--- config.mk ---
export PLATFORM = sky130hd
export DESIGN_NAME = gpio_wb_arbiter
export DESIGN_NICKNAME = d
export VERILOG_FILES = /design/src/rtl/gpio_wb_arbiter.sv
export SDC_FILE = /design/constraint.sdc
export NUM_CORES = 1
export LEC_CHECK = 0
export CORE_AREA = 2 2 80 82
export DETAILED_ROUTE_END_ITERATION = 6
export DIE_AREA = 0 0 82 84
export HOLD_SLACK_MARGIN = 0.03
export PLACE_DENSITY = 0.78
export SLEW_MARGIN = 20
export SYNTH_ARGS = -nofsm -noshare
export SYNTH_HDL_FRONTEND = slang
export SYNTH_SLANG_ARGS = --single-unit
--- constraint.sdc ---
create_clock -name wb_clk_i -period 1 [get_ports wb_clk_i]
set_input_delay 0.2 -clock wb_clk_i [delete_from_list [all_inputs] [get_ports wb_clk_i]]
set_output_delay 0.2 -clock wb_clk_i [all_outputs]
set_load 0.03 [all_outputs]
--- src/rtl/gpio_wb_arbiter.sv ---
// Round-robin Wishbone arbiter sharing the GPIO slave between NUM_MASTERS masters.
// Optional stall timeout: define GPIO_ARB_TIMEOUT_EN.
module gpio_wb_arbiter #(
   parameter int NUM_MASTERS    = 2,
   parameter int ADR_W          = 5,
   parameter int TIMEOUT_CYCLES = 16
) (
   input  logic                         wb_clk_i,
   input  logic                         wb_rst_ni,
   input  logic [NUM_MASTERS-1:0]       m_cyc_i,
   input  logic [NUM_MASTERS-1:0]       m_stb_i,
   input  logic [NUM_MASTERS-1:0]       m_we_i,
   input  logic [NUM_MASTERS*ADR_W-1:0] m_adr_i,
   input  logic [NUM_MASTERS*32-1:0]    m_dat_i,
   input  logic [NUM_MASTERS*4-1:0]     m_sel_i,
   output logic [31:0]                  m_dat_o,
   output logic [NUM_MASTERS-1:0]       m_ack_o,
   output logic [NUM_MASTERS-1:0]       m_err_o,
   output logic                         s_cyc_o,
   output logic                         s_stb_o,
   output logic                         s_we_o,
   output logic [ADR_W-1:0]             s_adr_o,
   output logic [31:0]                  s_dat_o,
   output logic [3:0]                   s_sel_o,
   input  logic [31:0]                  s_dat_i,
   input  logic                         s_ack_i,
   input  logic                         s_err_i,
   output logic [NUM_MASTERS-1:0]       grant_o
);
   localparam int PW = (NUM_MASTERS > 1) ? $clog2(NUM_MASTERS) : 1;

   typedef enum logic {IDLE, BUSY} state_t;

   state_t                 state;
   logic [NUM_MASTERS-1:0] grant;
   logic [PW-1:0]          ptr;
   logic [PW-1:0]          pick;
   logic [PW-1:0]          nxt;
   logic [NUM_MASTERS-1:0] rot;
   logic                   found;
   logic                   cyc_g;
   logic                   stb_g;
   logic                   timeout;
   int                     off;

   assign cyc_g   = |(m_cyc_i & grant);
   assign stb_g   = |(m_stb_i & grant);
   assign grant_o = grant;
   assign m_dat_o = s_dat_i;

   // Rotate requests so bit 0 is the rr pointer; lowest set bit wins.
   always_comb begin
      rot   = NUM_MASTERS'({m_cyc_i, m_cyc_i} >> ptr);
      found = |m_cyc_i;
      off   = 0;
      for (int i = NUM_MASTERS - 1; i >= 0; i--)
         if (rot[i]) off = i;
      pick = PW'((int'(ptr) + off) % NUM_MASTERS);
   end

   always_comb begin
      nxt = '0;
      for (int i = 0; i < NUM_MASTERS; i++)
         if (grant[i]) nxt = PW'((i + 1) % NUM_MASTERS);
   end

   // grant is all-zero in IDLE, so every routed output is quiet there.
   always_comb begin
      s_cyc_o = 1'b0;
      s_we_o  = 1'b0;
      s_adr_o = '0;
      s_dat_o = '0;
      s_sel_o = '0;
      for (int i = 0; i < NUM_MASTERS; i++) begin
         if (grant[i]) begin
            s_cyc_o = m_cyc_i[i];
            s_we_o  = m_we_i[i];
            s_adr_o = m_adr_i[i*ADR_W +: ADR_W];
            s_dat_o = m_dat_i[i*32 +: 32];
            s_sel_o = m_sel_i[i*4 +: 4];
         end
      end
      s_stb_o = stb_g & ~timeout;
      m_ack_o = grant & {NUM_MASTERS{s_ack_i}};
      m_err_o = grant & {NUM_MASTERS{s_err_i | timeout}};
   end

   always_ff @(posedge wb_clk_i or negedge wb_rst_ni) begin
      if (!wb_rst_ni) begin
         state <= IDLE;
         grant <= '0;
         ptr   <= '0;
      end else begin
         case (state)
            IDLE: if (found) begin
               state <= BUSY;
               grant <= NUM_MASTERS'(1) << pick;
            end
            BUSY: if (!cyc_g) begin
               state <= IDLE;
               grant <= '0;
               ptr   <= nxt;
            end
            default: state <= IDLE;
         endcase
      end
   end

`ifdef GPIO_ARB_TIMEOUT_EN
   localparam int CW = $clog2(TIMEOUT_CYCLES + 1);
   logic [CW-1:0] cnt;
   logic          stall;

   assign stall   = (state == BUSY) && stb_g && !s_ack_i && !s_err_i;
   assign timeout = stall && (cnt == CW'(TIMEOUT_CYCLES - 1));

   // Stb-low gaps inside a locked cycle hold the count rather than clear it.
   always_ff @(posedge wb_clk_i or negedge wb_rst_ni) begin
      if (!wb_rst_ni)
         cnt <= '0;
      else if (state != BUSY || s_ack_i || s_err_i || timeout)
         cnt <= '0;
      else if (stall)
         cnt <= cnt + CW'(1);
   end
`else
   assign timeout = 1'b0;
`endif

endmodule

# Yosys cells after proc, flatten, opt, wreduce, memory -nomap -nowiden
# Cells that the tools add are included.
# W data, S select, Z words.
# word_totals
output_inout_bits	82
wordCells	39
register_bits	4
# classes
n_eq_ne	2
reduce_logical	5
n_addsub	1
muxes	20
shifts	2
bitwise_logic	6
# op_table
op	count
$mux W32	2
$mux W1	10
$mux W5	2
$and A2 B2 Y2	4
$mux W4	2
$reduce_or A2 Y1	3
$mux W2	2
$ne A2 B2 Y1 const B	2
$pmux W2 S2	1
$reduce_and A2 Y1	2
$shr A4 B1 Y2	1
$not A1 Y1	2
$pmux W1 S2	1
$shl A1 B1 Y2 const A	1
$add A1 B1 Y1	1

# Logic depth before layout (Yosys ltp)
# logic_depth
ltp_word	7
mapped_depth	5
mapped_depth_nobuf	3

# Least setup slack after synthesis
# No wires, ideal clock.
# synth_path
path_type	reg2out
start	register grant[1], in the netlist grant_o[1]
end	output s_cyc_o
t_arrival_ps	1609
n_path_buf	3
slack_ps	-809
stages_incl_launch_ff	5
cell_sequence	dfrtp_1 buf_6 buf_6 buf_6 o21ai_0
# synth_via
elab_chain_len	1
# synth_lines
item	line	rtl
start: declaration	35	logic [NUM_MASTERS-1:0] grant;
start signal: assignment	97	grant <= NUM_MASTERS'(1) << pick;
$mux W1	75	if (grant[i]) begin
end: declaration	19	output logic s_cyc_o,
# Every way passes these cells.

# Final worst setup path
# layout_path
start	register grant[0], in the netlist grant_o[0]
end	output s_dat_o[7]
# layout_via
elab_chain_len	2
# layout_lines
item	line	rtl
$mux W32 (2 in series)	75	
end: declaration	23	output logic [31:0] s_dat_o,
# Every way passes these cells.

==> flow_summary.toml <==
[run_status]
outcome = "finished, violations left"
violations = "negative setup slack"

[synthesis]
synth_top_area_share = 0.383
synth_top_cell_by_area = "a22o_1"
yosys.cell_types.count = 18
synth.area.top_cells = "a22o_1 (38%), buf_4 (24%), dfrtp_1 (10%)"
synth-seq-cells = 4
post_synth.cell_area_avg_um2 = 8.12
yosysWarnings = 0
synthesis.nets = 245
netlist_area_um2 = 982
syn_inst = 121
yosysSeqAreaShare = 0.102

[critical_path]
critPathLaunchType = "register"
cpMaxStageDelayCell = "dfrtp_2"
path_delay_family = "buffers and inverters"
cp_num_buf_inv = 3
crit_cells = 5
arrival_ns = 1.39
crit_path_max_fanout = 8
reg2regPathDepth = 6
crit_type = "register to output port"
crit_chain = "nor2b_4 -> buf_6 -> buf_12 -> a22o_4 -> buf_12"
path_common_cell = "buf_12"
crit_path_end_kind = "output port"
required_ns = 0.80
critPathMaxStageDelay_ns = 0.39

[grt]
grt_pass1_vias = 1457
overflow = 0
grt_max_degree = 19
grt_util_all_layers = 0.141
grt_antenna_before_repair = 0
grt_pass1_wl_um = 7350

[route]
post_drt_wl_per_cell_um = 16.7
drt-total-wl_um = 5290
via_per_inst = 4.44
drt_iter0_drc = 24
vias = 1402
drt_first_pass_iters = 4
ant_nets = 0
drc = 0

[sta]
finalHoldViolations = 0
whs_ns = 0.179
fin_crit_ns = 1.59
rsz0062_at_grt = "yes"
max_freq_ghz = 0.627
drv_slew = 0
worst_slack_ns = -0.595
setup_viol = 54
slew_headroom = 0.814
period_share = 1.59
skew_ns = 0.00678
tightest_slew_ns = 0.280

[cells_and_area]
drive_gt1_frac = 0.523
area_delta_synth_final_pct = 193
antennaDiodeCount = 0
nNetsFinal = 364
nFillCells = 550

[clocking]
clk-insertion-delay-late_ns = 0.22
cts_sinks = 4
cts_tree = "built"
cts.clk_slew.worst_paths_ns = 0.03
cts_htree_levels = 1
cts_buffers = 3
postCtsHoldBufs = 0
root_buffer = "clkbuf_8"
clockBufferDepth = 2

[floorplanning]
core_region_area_um2 = 6100
fp.dieH_um = 84
ioPinCount = 206
std_cell_rows = 29
dieArea_um2 = 6890
initial_utilization = 0.161
die-width_um = 82

[worst_hold_path]
hold_path.class = "input pin to async pin"

[place]
dp_hpwl_um = 3920
portBuffers = 141
routabilityCongestion = 0.762

[pwr]
total_power_mw = 9.02
leakage_nw = 1.27
powerDensity_nw_per_um2 = 3130
vdd_drop_max_mv = 1.58

[run]
cap_violations = 0
## cells in the mapped netlist (all sizes together)
master  number
buf         44
a22o        43
nand2        9
and2         4
dfrtp        4
o21ai        4
nand2b       3
a21oi        2
nor2b        2
a31oi        1
and3         1
inv          1
nand3b       1
nor2         1
o22ai        1
## cell usage in the layout, fill, tap and decap left out, drive strengths merged, types with 2 or more instances in the layout
cell           instances
nand2                  9
buf                   67
and2                   4
nand2b                 3
a21oi                  2
nor2b                  2
dfrtp                  4
a22o                  43
clkbuf                 4
o21ai                  4
clkdlybuf4s50         91
## area by class of cell
cell class,instances,area (µm²),share of cell area
sequential,4,103,0.0356
clock buffer,4,45.0,0.0156
timing repair buffer,158,1780,0.617
inverter,1,3.75,0.00130
multi-input combinational,72,857,0.297
tap,77,96.3,0.0334
## report_power, final
part,switching (mW),total (mW),internal (mW)
Sequential,0.0992,0.345,0.245
Clock,0.0855,0.358,0.272
Combinational,3.96,8.32,4.36
Total,4.15,9.02,4.87
## per-stage QoR
stage / utilization / setup WS, ns / instances / TNS (ns) / instance area (µm²)
finish: 0.473 / -0.595 / 316 / -27.48 / 2880
global route: 0.473 / -0.630 / 316 / -29.75 / 2880
CTS: 0.464 / -0.608 / 314 / -28.08 / 2830
detailed placement: 0.393 / -0.361 / 304 / -14.57 / 2400
global placement: 0.393 / -0.337 / 304 / -13.54 / 2400
floorplan: - / -0.361 / 121 / -15.71 / 1200
## final timing paths
path | start | end | slack [ns]
hold / removal | wb_rst_ni | grant_o[1] | 0.18
setup / recovery | grant_o[0] | s_dat_o[7] | -0.59
hold reg to reg | ptr | ptr | 0.55
setup reg to reg | grant_o[1] | ptr | -0.33
min in group wb_clk_i | s_dat_i[0] | m_dat_o[0] | 0.40
max in group asynchronous | wb_rst_ni | grant_o[0] | 0.64
## cells by family after synthesis
logic type | share of synthesized area
AO/OA/AOI/OAI | 0.427
buffers and inverters | 0.354
AND/OR/NAND/NOR | 0.117
flip-flops | 0.102
## metal layers
layer  global-route usage  routed length, µm
met5                    0                  0
met4               0.0909                208
met3               0.0325                544
met2                0.281               2990
met1                0.116               1550
## flip-flops by register name (all words and copies together), names as in the netlist
register	cells
state	1
ptr	1
grant_o	2
## what timing repair did
| action | 4_1_cts | 5_1_grt |
|---|---|---|
| gates resized for setup | 63 | 9 |
| buffers inserted | 3 | 2 |
| gates cloned | 3 | 0 |
| endpoints found under the hold margin | 0 | 0 |
| pin swaps | 2 | 2 |
| endpoints found under the setup margin | 54 | 54 |
Note: power is estimated with default switching activity, not from simulation.
